File: src/rtl/beltwarn_ctrl_pkg.sv
// Shared definitions for the seat-belt warning controller: state encodings,
// default timing constants and counter width.
package beltwarn_ctrl_pkg;

  localparam logic [1:0] ST_OFF   = 2'd0;
  localparam logic [1:0] ST_CHIME = 2'd1;
  localparam logic [1:0] ST_FLASH = 2'd2;
  localparam logic [1:0] ST_ESC   = 2'd3;

  localparam int DEF_TICK_DIV    = 4;
  localparam int DEF_CHIME_TICKS = 6;
  localparam int DEF_FLASH_TICKS = 2;
  localparam int DEF_ESC_TICKS   = 10;

  localparam int TCNT_W = 16;

  // States in which the lamp follows the flashing phase bit.
  function automatic logic is_flashing(input logic [1:0] st);
    return (st == ST_FLASH) || (st == ST_ESC);
  endfunction

endpackage

File: src/rtl/beltwarn_ctrl_if.sv
// Sensor inputs and lamp/chime driver outputs of the warning controller.
interface beltwarn_ctrl_if;
  logic       K;
  logic       P;
  logic       S;
  logic       lamp;
  logic       chime;
  logic       esc;
  logic [1:0] state;

  modport master (output K, P, S, input lamp, chime, esc, state);
  modport slave  (input K, P, S, output lamp, chime, esc, state);
endinterface

File: src/rtl/beltwarn_ctrl_tick.sv
// Timing prescaler: pulses tick once every TICK_DIV cycles, restartable by clr.
module beltwarn_tick #(
  parameter int TICK_DIV = 4
) (
  input  logic clk,
  input  logic rst,
  input  logic clr,
  output logic tick
);

  localparam int CW = (TICK_DIV > 1) ? $clog2(TICK_DIV) : 1;
  localparam logic [CW-1:0] LAST = CW'(TICK_DIV - 1);

  logic [CW-1:0] r_cnt;
  logic          w_last;

  assign w_last = (r_cnt == LAST);
  assign tick   = w_last;

  always_ff @(posedge clk) begin
    if (rst || clr) begin
      r_cnt <= '0;
    end else if (w_last) begin
      r_cnt <= '0;
    end else begin
      r_cnt <= r_cnt + 1'b1;
    end
  end

endmodule

File: src/rtl/beltwarn_ctrl.sv
// Seat-belt warning sequencer: OFF -> CHIME -> FLASH -> ESC, driven by the
// registered raw condition K & P & ~S. Outputs are decoded from registered state.
module beltwarn_ctrl
  import beltwarn_ctrl_pkg::*;
#(
  parameter int TICK_DIV    = DEF_TICK_DIV,
  parameter int CHIME_TICKS = DEF_CHIME_TICKS,
  parameter int FLASH_TICKS = DEF_FLASH_TICKS,
  parameter int ESC_TICKS   = DEF_ESC_TICKS
) (
  input  logic            clk,
  input  logic            rst,
  beltwarn_ctrl_if.slave  bus
);

  localparam logic [TCNT_W-1:0] CHIME_LAST = TCNT_W'(CHIME_TICKS - 1);
  localparam logic [TCNT_W-1:0] ESC_LAST   = TCNT_W'(ESC_TICKS - 1);
  localparam logic [TCNT_W-1:0] FLASH_LAST = TCNT_W'(FLASH_TICKS - 1);

  logic              r_w_q;
  logic [1:0]        r_state;
  logic [1:0]        w_state_next;
  logic [TCNT_W-1:0] r_tcnt;
  logic [TCNT_W-1:0] r_fcnt;
  logic              r_phase;
  logic              w_tick;
  logic              w_clr;

  always_ff @(posedge clk) begin
    if (rst) begin
      r_w_q <= 1'b0;
    end else begin
      r_w_q <= bus.K & bus.P & ~bus.S;
    end
  end

  // Losing the warning condition always wins over a timed transition.
  always_comb begin
    w_state_next = r_state;
    case (r_state)
      ST_OFF:   if (r_w_q) w_state_next = ST_CHIME;
      ST_CHIME: begin
        if (!r_w_q)                             w_state_next = ST_OFF;
        else if (w_tick && r_tcnt == CHIME_LAST) w_state_next = ST_FLASH;
      end
      ST_FLASH: begin
        if (!r_w_q)                           w_state_next = ST_OFF;
        else if (w_tick && r_tcnt == ESC_LAST) w_state_next = ST_ESC;
      end
      ST_ESC:   if (!r_w_q) w_state_next = ST_OFF;
      default:  w_state_next = ST_OFF;
    endcase
  end

  assign w_clr = (w_state_next != r_state);

  beltwarn_tick #(
    .TICK_DIV (TICK_DIV)
  ) u_tick (
    .clk  (clk),
    .rst  (rst),
    .clr  (w_clr),
    .tick (w_tick)
  );

  always_ff @(posedge clk) begin
    if (rst) begin
      r_state <= ST_OFF;
    end else begin
      r_state <= w_state_next;
    end
  end

  // Every state entry restarts the timing so each phase has an exact length.
  always_ff @(posedge clk) begin
    if (rst || w_clr) begin
      r_tcnt <= '0;
    end else if (w_tick) begin
      r_tcnt <= r_tcnt + 1'b1;
    end
  end

  always_ff @(posedge clk) begin
    if (rst) begin
      r_fcnt  <= '0;
      r_phase <= 1'b0;
    end else if (w_clr) begin
      r_fcnt  <= '0;
      r_phase <= is_flashing(w_state_next);
    end else if (w_tick) begin
      if (r_fcnt == FLASH_LAST) begin
        r_fcnt  <= '0;
        r_phase <= ~r_phase;
      end else begin
        r_fcnt  <= r_fcnt + 1'b1;
      end
    end
  end

  assign bus.state = r_state;
  assign bus.esc   = (r_state == ST_ESC);
  assign bus.lamp  = (r_state == ST_CHIME) | (is_flashing(r_state) & r_phase);
  assign bus.chime = (r_state == ST_CHIME) | ((r_state == ST_ESC) & r_phase);

endmodule

File: src/flat_wrapper.sv
// flat-port wrapper written by rule: the top's interface ports become plain ports
module beltwarn_ctrl_flat import beltwarn_ctrl_pkg::*;
#(
  parameter int TICK_DIV    = DEF_TICK_DIV,
  parameter int CHIME_TICKS = DEF_CHIME_TICKS,
  parameter int FLASH_TICKS = DEF_FLASH_TICKS,
  parameter int ESC_TICKS   = DEF_ESC_TICKS
)
  (clk, rst, bus_K, bus_P, bus_S, bus_lamp, bus_chime, bus_esc, bus_state);
  beltwarn_ctrl_if bus_i ();
  input  logic clk;
  input  logic rst;
  input wire logic [$bits(bus_i.K)-1:0] bus_K;
  input wire logic [$bits(bus_i.P)-1:0] bus_P;
  input wire logic [$bits(bus_i.S)-1:0] bus_S;
  output wire logic [$bits(bus_i.lamp)-1:0] bus_lamp;
  output wire logic [$bits(bus_i.chime)-1:0] bus_chime;
  output wire logic [$bits(bus_i.esc)-1:0] bus_esc;
  output wire logic [$bits(bus_i.state)-1:0] bus_state;
  assign bus_i.K = bus_K;
  assign bus_i.P = bus_P;
  assign bus_i.S = bus_S;
  assign bus_lamp = bus_i.lamp;
  assign bus_chime = bus_i.chime;
  assign bus_esc = bus_i.esc;
  assign bus_state = bus_i.state;
  beltwarn_ctrl #(.TICK_DIV(TICK_DIV), .CHIME_TICKS(CHIME_TICKS), .FLASH_TICKS(FLASH_TICKS), .ESC_TICKS(ESC_TICKS)) u_core (.clk(clk), .rst(rst), .bus(bus_i));
endmodule
File: config.mk
export PLATFORM = sky130hd
export DESIGN_NAME = beltwarn_ctrl_flat
export DESIGN_NICKNAME = d
export VERILOG_FILES = /design/src/rtl/beltwarn_ctrl_pkg.sv /design/src/rtl/beltwarn_ctrl_if.sv /design/src/rtl/beltwarn_ctrl_tick.sv /design/src/rtl/beltwarn_ctrl.sv /design/src/flat_wrapper.sv
export SDC_FILE = /design/constraint.sdc
export NUM_CORES = 1
export LEC_CHECK = 0
export ABC_AREA = 1
export BUFFER_PORTS_ARGS = -buffer_cell sky130_fd_sc_hd__buf_4
export CAP_MARGIN = 10
export CORE_UTILIZATION = 40
export CTS_CLUSTER_DIAMETER = 40
export DETAILED_ROUTE_END_ITERATION = 6
export SLEW_MARGIN = 20
export SYNTH_ARGS = -nofsm -noshare
export SYNTH_HDL_FRONTEND = slang
export SYNTH_SLANG_ARGS = --single-unit
File: constraint.sdc
create_clock -name clk -period 1.9 [get_ports clk]
set_input_delay 0.285 -clock clk [delete_from_list [all_inputs] [get_ports clk]]
set_output_delay 0.285 -clock clk [all_outputs]
set_load 0.05 [all_outputs]
==> tab_implementation.tex, run 1 <==
\begin{tabular}{lr}
\hline
Metric & Value \\
\hline
\multicolumn{2}{l}{\textbf{GRT}} \\
Antenna violations before repair & 0 \\
Overflow left after global routing & 0 \\
Total global routing track utilization & 0.152 \\
First-pass GRT wire length & 6480 um \\
Pin count of the biggest net entering global routing & 26 \\
Number of global-route vias before repair & 1551 \\
\multicolumn{2}{l}{\textbf{Worst setup path}} \\
Startpoint types & flip-flop \\
Worst Setup SP & u\_core.u\_tick.r\_cnt[0] \\
Endpoint kind of the worst setup timing path & flip-flop \\
Data arrival time of the critical path & 1.93 ns \\
Category of the critical setup timing path & reg -> reg \\
Endpoint required time on the critical path & 2.13 ns \\
Largest driver fanout on the critical path & 10 \\
Launch instance of the worst register-to-register path & u\_core.u\_tick.r\_cnt[0] \\
\multicolumn{2}{l}{\textbf{Logic synthesis}} \\
Total number of yosys warnings & 0 \\
Most frequently used flop master after synthesis & sky130\_fd\_sc\_hd\_\_dfxtp\_1 \\
Share of synthesized flip-flops with an asynchronous set or reset & 0 \\
Largest area contributor in the netlist & sky130\_fd\_sc\_hd\_\_dfxtp\_1 \\
Count of flip-flops with a built-in enable after synthesis & 0 \\
Cells taking the most area after synthesis & sky130\_fd\_sc\_hd\_\_dfxtp\_1 36\%, sky130\_fd\_sc\_hd\_\_nand2\_1 10\%, sky130\_fd\_sc\_hd\_\_inv\_1 8.8\% \\
Number of register bits inferred by synthesis & 38 \\
Number of standard cells after synthesis & 297 \\
Seq/Total Area, Yosys & 0.362 \\
Avg Cell Area, Syn & 7.08 um\^{}2 \\
Post-synth net total & 307 \\
Synth cell types & 27 \\
Post-synth top area share & 0.362 \\
Most common cell in the netlist & sky130\_fd\_sc\_hd\_\_nand2\_1 \\
Synthesized area & 2100 um\^{}2 \\
Leading post-synthesis cells by instance count & 56 x sky130\_fd\_sc\_hd\_\_nand2\_1, 49 x sky130\_fd\_sc\_hd\_\_inv\_1, 42 x sky130\_fd\_sc\_hd\_\_nor2\_1, 38 x sky130\_fd\_sc\_hd\_\_dfxtp\_1, 19 x sky130\_fd\_sc\_hd\_\_nand3\_1 \\
\multicolumn{2}{l}{\textbf{Die}} \\
Starting utilization of the core area & 0.414 \\
Standard-cell row count & 26 \\
I/O Pins & 10 \\
Horiz. Die Dim & 74.5 um \\
Vert. Die Dim & 74.5 um \\
Core Box Area & 5070 um\^{}2 \\
Die Footprint & 5550 um\^{}2 \\
\multicolumn{2}{l}{\textbf{Outcome}} \\
Result of the run & complete, no violations \\
\multicolumn{2}{l}{\textbf{STA}} \\
Max-slew headroom at the worst pin & 0.744 \\
Worst hold slack & 0.140 ns \\
Fin. max-slew vios & 0 \\
Worst path setup slack after routing & 0.196 ns \\
Number of hold-slack violations in the final timing report & 0 \\
Fraction of the cycle the final worst path needs & 0.897 \\
Minimum clock period after layout & 1.70 ns \\
Final setup violation count & 0 \\
RSZ-0062 raised after global routing & no \\
Highest Clock Rate & 587 MHz \\
Setup TNS Final & 0 ns \\
Clock tree skew after final layout & 0.00786 ns \\
Transition at the pin with the smallest max-transition slack & 0.380 ns \\
\multicolumn{2}{l}{\textbf{Clock tree}} \\
Register clock-pin slew on the reported worst setup and hold paths & 0.08 ns \\
Count of H-tree levels built during CTS & 2 \\
Clock root buffer master & sky130\_fd\_sc\_hd\_\_clkbuf\_8 \\
Worst-Skew Late Latency & 0.29 ns \\
Clock buffer depth & 2 \\
Clock Sink Count & 38 \\
TritonCTS clock tree & done \\
Post-cts hold buffer count & 0 \\
Total clock buffers created by CTS & 5 \\
\multicolumn{2}{l}{\textbf{Power and ir drop}} \\
Peak ir drop on the vdd network & 0.339 mV \\
Power density normalized to cell area & 637 nW/um\^{}2 \\
Leakage & 0.928 nW \\
Pwr Total & 1.50 mW \\
\multicolumn{2}{l}{\textbf{Place}} \\
I/O Buffers & 9 \\
HPWL reported at the end of detailed placement & 2800 um \\
Routability Congestion & 0.808 \\
Worst Setup Slack post-DPL & 0.126 ns \\
\multicolumn{2}{l}{\textbf{Route}} \\
Vias & 1769 \\
Final routed DRC violation total & 0 \\
Average routed wire per standard cell & 9.62 um \\
Number of DRC violations after detailed-routing iteration 0 & 72 \\
Antenna viol nets, final & 0 \\
Number of detailed-routing iterations run before antenna repair & 4 \\
DRT Wirelength & 3690 um \\
Mean number of vias per cell & 4.62 \\
\multicolumn{2}{l}{\textbf{Cells and area}} \\
Area added between synthesis and finish & 11.9\% \\
Antenna fix cells & 0 \\
Nets & 322 \\
Number of filler cells placed in the layout & 513 \\
Fraction of layout cells with a size suffix above 1 & 0.121 \\
\multicolumn{2}{l}{\textbf{Hold path}} \\
Class of the tightest hold or removal check & in -> reg \\
Launch instance of the worst min-delay path & bus\_S \\
\multicolumn{2}{l}{\textbf{Run}} \\
Number of max-cap violations & 0 \\
\hline
\end{tabular}
state kept, by name, indices dropped and copies added (netlist names):
| name | cells |
|---|---|
| u_core.bus.state | 2 |
| u_core.r_fcnt | 16 |
| u_core.r_phase | 1 |
| u_core.r_tcnt | 16 |
| u_core.r_w_q | 1 |
| u_core.u_tick.r_cnt | 2 |
where the power goes:
group | internal, mW | switching, mW | total, mW
registers | 0.810 | 0.0113 | 0.821
clock network | 0.293 | 0.278 | 0.571
logic | 0.0431 | 0.0648 | 0.108
total | 1.15 | 0.354 | 1.50
per-layer routing:
layer  global-route usage  share of wire
met5                    0              0
met4               0.0629          0.015
met3               0.0407          0.028
met2                0.245           0.45
met1                0.191           0.51
layout by cell type, fill, tap and decap left out, drive strengths merged, types with 5 or more instances in the layout:
master	instances
nor2	44
inv	51
buf	13
nand3	21
clkbuf	7
xor2	15
o21ai	10
dfxtp	38
a21oi	12
nand4	12
nand2	56
ha	5
nor3	18
kinds of logic after synthesis:
kind of cell    after synthesis  share of synthesized area
fa+ha+maj                     5                     0.0298
xor+xnor                     16                     0.0667
flops                        38                      0.362
buf+inv                      56                      0.113
compound gates               23                     0.0583
simple gates                159                      0.370
critical path, stage by stage (launching register included):
cell and delay (ns):
sky130_fd_sc_hd__dfxtp_1 0.35, sky130_fd_sc_hd__ha_2 0.25, sky130_fd_sc_hd__buf_4 0.21, sky130_fd_sc_hd__inv_6 0.08, sky130_fd_sc_hd__nor3_4 0.26, sky130_fd_sc_hd__nand4_2 0.15
sky130_fd_sc_hd__nor3_2 0.13, sky130_fd_sc_hd__nor2_1 0.06, sky130_fd_sc_hd__nor3_2 0.15
cell type report:
cell class              count  area (um^2)  share of cell area
inverters                  51          196              0.0835
clock inverters             1         5.00             0.00213
well taps                  70         87.6              0.0372
multi-input cells         203         1110               0.470
repair buffers             13          110              0.0468
flip-flops and latches     38          761               0.323
clock buffers               7         86.3              0.0367
what timing repair did:
item                       4_1_cts  5_1_grt
hold endpoints to repair         0        0
setup endpoints to repair        0        2
resized for setup                0        1
buffers inserted                 0        0
per-stage QoR:
stage / instances / util / cell area, um^2
after global placement: 375 / 0.445 / 2260
after global routing: 383 / 0.464 / 2350
after CTS: 383 / 0.463 / 2350
after floorplan: 297 / - / 2100
final: 383 / 0.464 / 2350
after detailed placement: 375 / 0.445 / 2260
worst paths after layout:
kind	end	slack (ns)	cells past startpoint
worst max-delay path	u_core.r_fcnt[12]	0.20	8
worst min-delay path	u_core.r_w_q	0.14	2
worst max register to register	u_core.r_fcnt[12]	0.20	8
worst min register to register	u_core.u_tick.r_cnt[0]	0.45	1
(Power assumes the default switching activity.)
==> run 2, diff against run 1 <==
Settings changed: BUFFER_PORTS_ARGS -buffer_cell sky130_fd_sc_hd__buf_4 to unset, DONT_BUFFER_PORTS set to 1.
==> run 2 against run 1 <==
Via count shrank 1.2%; critical path depth grew 1; register-to-register slack gained 0.02 ns; sequential share of layout area grew 0.24 points; first-iteration DRC count shrank 40%; design area shrank 0.59%; clock power grew 18%; power grew 6.5%; worst setup slack gained 0.017 ns; core utilization shrank 0.27 points; largest power group unchanged; highest routed layer unchanged.
==> tab_implementation.tex, run 2 (same netlist as run 1, synthesis figures left out) <==
\begin{tabular}{lr}
\hline
Metric & Value \\
\hline
\multicolumn{2}{l}{\textbf{Power and ir drop}} \\
Leakage & 0.921 nW (-0.73\%) \\
Power density normalized to cell area & 683 nW/um\^{}2 (+7.1\%) \\
Peak ir drop on the vdd network & 0.331 mV (-2.5\%) \\
\multicolumn{2}{l}{\textbf{Clock tree}} \\
Post-cts hold buffer count & 0 (unchanged) \\
Clock buffer depth & 2 (unchanged) \\
TritonCTS clock tree & done \\
Register clock-pin slew on the reported worst setup and hold paths & 0.08 ns (about the same) \\
Worst-Skew Late Latency & 0.29 ns (about the same) \\
Count of H-tree levels built during CTS & 2 (unchanged) \\
Clock Sink Count & 38 (unchanged) \\
Total clock buffers created by CTS & 5 (unchanged) \\
Clock root buffer master & sky130\_fd\_sc\_hd\_\_clkbuf\_8 \\
\multicolumn{2}{l}{\textbf{Route}} \\
Number of DRC violations after detailed-routing iteration 0 & 43 (-40\%) \\
Average routed wire per standard cell & 10.4 um (+8.2\%) \\
Final routed DRC violation total & 0 (unchanged) \\
Antenna viol nets, final & 0 (unchanged) \\
Mean number of vias per cell & 4.61 (-0.20\%) \\
DRT Wirelength & 3950 um (+7.1\%) \\
Vias & 1747 (-1.2\%) \\
Number of detailed-routing iterations run before antenna repair & 4 (unchanged) \\
\multicolumn{2}{l}{\textbf{Run}} \\
Number of max-cap violations & 0 (unchanged) \\
\multicolumn{2}{l}{\textbf{GRT}} \\
Antenna violations before repair & 0 (unchanged) \\
Number of global-route vias before repair & 1550 (-0.064\%) \\
Pin count of the biggest net entering global routing & 24 (-7.7\%) \\
First-pass GRT wire length & 6800 um (+4.9\%) \\
Total global routing track utilization & 0.160 (+0.00804) \\
Overflow left after global routing & 0 (unchanged) \\
\multicolumn{2}{l}{\textbf{Cells and area}} \\
Most used cells in the layout excluding fill and tap cells & 56 x sky130\_fd\_sc\_hd\_\_nand2\_1, 49 x sky130\_fd\_sc\_hd\_\_inv\_1, 42 x sky130\_fd\_sc\_hd\_\_nor2\_1, 37 x sky130\_fd\_sc\_hd\_\_dfxtp\_1, 19 x sky130\_fd\_sc\_hd\_\_nand3\_1 \\
Leading registers by flop count & u\_core.r\_fcnt: 16 flops, u\_core.r\_tcnt: 16 flops \\
Fraction of layout cells with a size suffix above 1 & 0.113 (-0.00814) \\
Final Core Density & 0.461 (-0.00271) \\
Area added between synthesis and finish & 11.2\% \\
Number of filler cells placed in the layout & 535 (+4.3\%) \\
Register cell area after layout & 762 um\^{}2 (+0.16\%) \\
Most common cell after layout, fill and taps aside & sky130\_fd\_sc\_hd\_\_nand2\_1 \\
Nets & 318 (-1.2\%) \\
Antenna fix cells & 0 (unchanged) \\
Area taken by multi-input logic gates & 1100 um\^{}2 (-0.23\%) \\
\multicolumn{2}{l}{\textbf{STA}} \\
Highest Clock Rate & 593 MHz (+1.0\%) \\
Clock tree skew after final layout & 0.00687 ns (-0.000988 ns) \\
Setup TNS Final & 0 ns (unchanged) \\
Final setup violation count & 0 (unchanged) \\
Number of hold-slack violations in the final timing report & 0 (unchanged) \\
RSZ-0062 raised after global routing & no \\
Transition at the pin with the smallest max-transition slack & 0.419 ns (+0.0390 ns) \\
Fin. max-slew vios & 0 (unchanged) \\
Fraction of the cycle the final worst path needs & 0.888 (-0.00892) \\
Max-slew headroom at the worst pin & 0.721 (-0.0240) \\
Minimum clock period after layout & 1.69 ns (-0.0170 ns) \\
\multicolumn{2}{l}{\textbf{Worst setup path}} \\
Data arrival time of the critical path & 1.87 ns (-0.06 ns) \\
Launch instance of the worst register-to-register path & u\_core.u\_tick.r\_cnt[0] \\
Largest driver fanout on the critical path & 23 (+13) \\
Startpoint types & flip-flop \\
Endpoint required time on the critical path & 2.08 ns (-0.05 ns) \\
Endpoint of the worst-slack reg-to-reg timing path & u\_core.r\_tcnt[8] \\
Setup slack on the worst flop-to-flop path & 0.21 ns (+0.02 ns) \\
Endpoint kind of the worst setup timing path & flip-flop \\
Length in cells of the worst reg-to-reg path & 9 (+1) \\
Category of the critical setup timing path & reg -> reg \\
\multicolumn{2}{l}{\textbf{Die}} \\
Core Box Area & 5070 um\^{}2 (unchanged) \\
Standard-cell row count & 26 (unchanged) \\
Vert. Die Dim & 74.5 um (unchanged) \\
Horiz. Die Dim & 74.5 um (unchanged) \\
Die Footprint & 5550 um\^{}2 (unchanged) \\
I/O Pins & 10 (unchanged) \\
Starting utilization of the core area & 0.414 (unchanged) \\
\multicolumn{2}{l}{\textbf{Place}} \\
HPWL reported at the end of detailed placement & 2970 um (+6.2\%) \\
I/O Buffers & 0 (-9) \\
Routability Congestion & 0.820 (+1.5\%) \\
\multicolumn{2}{l}{\textbf{Hold path}} \\
Number of cells on the worst hold path & 1 (-1) \\
End point of the most critical hold path & u\_core.bus.state[0] \\
Launch instance of the worst min-delay path & rst \\
Class of the tightest hold or removal check & in -> reg \\
\multicolumn{2}{l}{\textbf{Outcome}} \\
Result of the run & complete, no violations \\
\hline
\end{tabular}
## run 2: changes by cell type in the layout (fill, tap and decap cells not counted), sizes merged
cell,before,now
buf,13,9
clkbuf,7,5
bufinv,0,1
clkinv,1,2
## run 2: through the flow
stage / std cells / worst slack, ns / total power, mW / cell area [um^2] / hold WS (ns)
floorplan: 297 / 0.00895 / 0.918 / 2100 / 0.357
global placement: 371 / 0.279 / 0.943 / 2230 / 0.362
detailed placement: 371 / 0.237 / 0.944 / 2230 / 0.361
CTS: 379 / 0.0323 / 1.63 / 2340 / 0.0398
global route: 379 / 0.0314 / 1.67 / 2340 / 0.0320
finish: 379 / 0.213 / 1.60 / 2340 / 0.0447
## run 2: how the worst max path moves through the flow
stage                     slack, ns              startpoint                 to  cells after the start
after floorplan               0.009     u_core.bus.state[0]          bus_chime                      2
after global placement         0.28  u_core.u_tick.r_cnt[0]  u_core.r_tcnt[13]                      9
after detailed placement       0.24  u_core.u_tick.r_cnt[0]  u_core.r_tcnt[13]                      9
after CTS                      0.03     u_core.bus.state[0]            bus_esc                      3
after global routing           0.03  u_core.u_tick.r_cnt[0]  u_core.r_tcnt[11]                      9
final                          0.21  u_core.u_tick.r_cnt[0]   u_core.r_tcnt[8]                      9
## run 2: routing by layer
metal  share of wire  vias up  global-route usage
met1            0.51      763               0.216
met5               0        -                   0
met3           0.025        5              0.0407
met2            0.45       18               0.243
met4           0.016        0              0.0629
li1                -      961                   -
## run 2: worst max-delay path, stage by stage (launching register included)
cell and delay (ns):
sky130_fd_sc_hd__dfxtp_1 0.36, sky130_fd_sc_hd__ha_1 0.27, sky130_fd_sc_hd__nand2_1 0.09, sky130_fd_sc_hd__nor2_1 0.11
sky130_fd_sc_hd__nand2_1 0.06, sky130_fd_sc_hd__nor2_1 0.21, sky130_fd_sc_hd__o211ai_2 0.13, sky130_fd_sc_hd__nand3_2 0.12
sky130_fd_sc_hd__buf_12 0.18, sky130_fd_sc_hd__a21oi_1 0.06
## run 2: final cells by class
| class | count | area share |
|---|---|---|
| Clock buffer | 5 | 0.0294 |
| Multi-Input combinational cell | 203 | 0.472 |
| Tap cell | 70 | 0.0375 |
| Inverter | 51 | 0.0840 |
| Sequential cell | 38 | 0.326 |
| Clock inverter | 3 | 0.0171 |
| Timing Repair Buffer | 9 | 0.0342 |
## run 2: timing repair
action | 4_1_cts | 5_1_grt
buffers inserted | 0 | 0
gates resized for setup | 0 | 1
setup endpoints to repair | 0 | 2
## run 2: power breakdown
part	internal, mW	switching [mW]	leakage [nW]
Sequential	0.810	0.0141	0.307
Combinational	0.0388	0.0616	0.556
Clock	0.386	0.287	0.0579
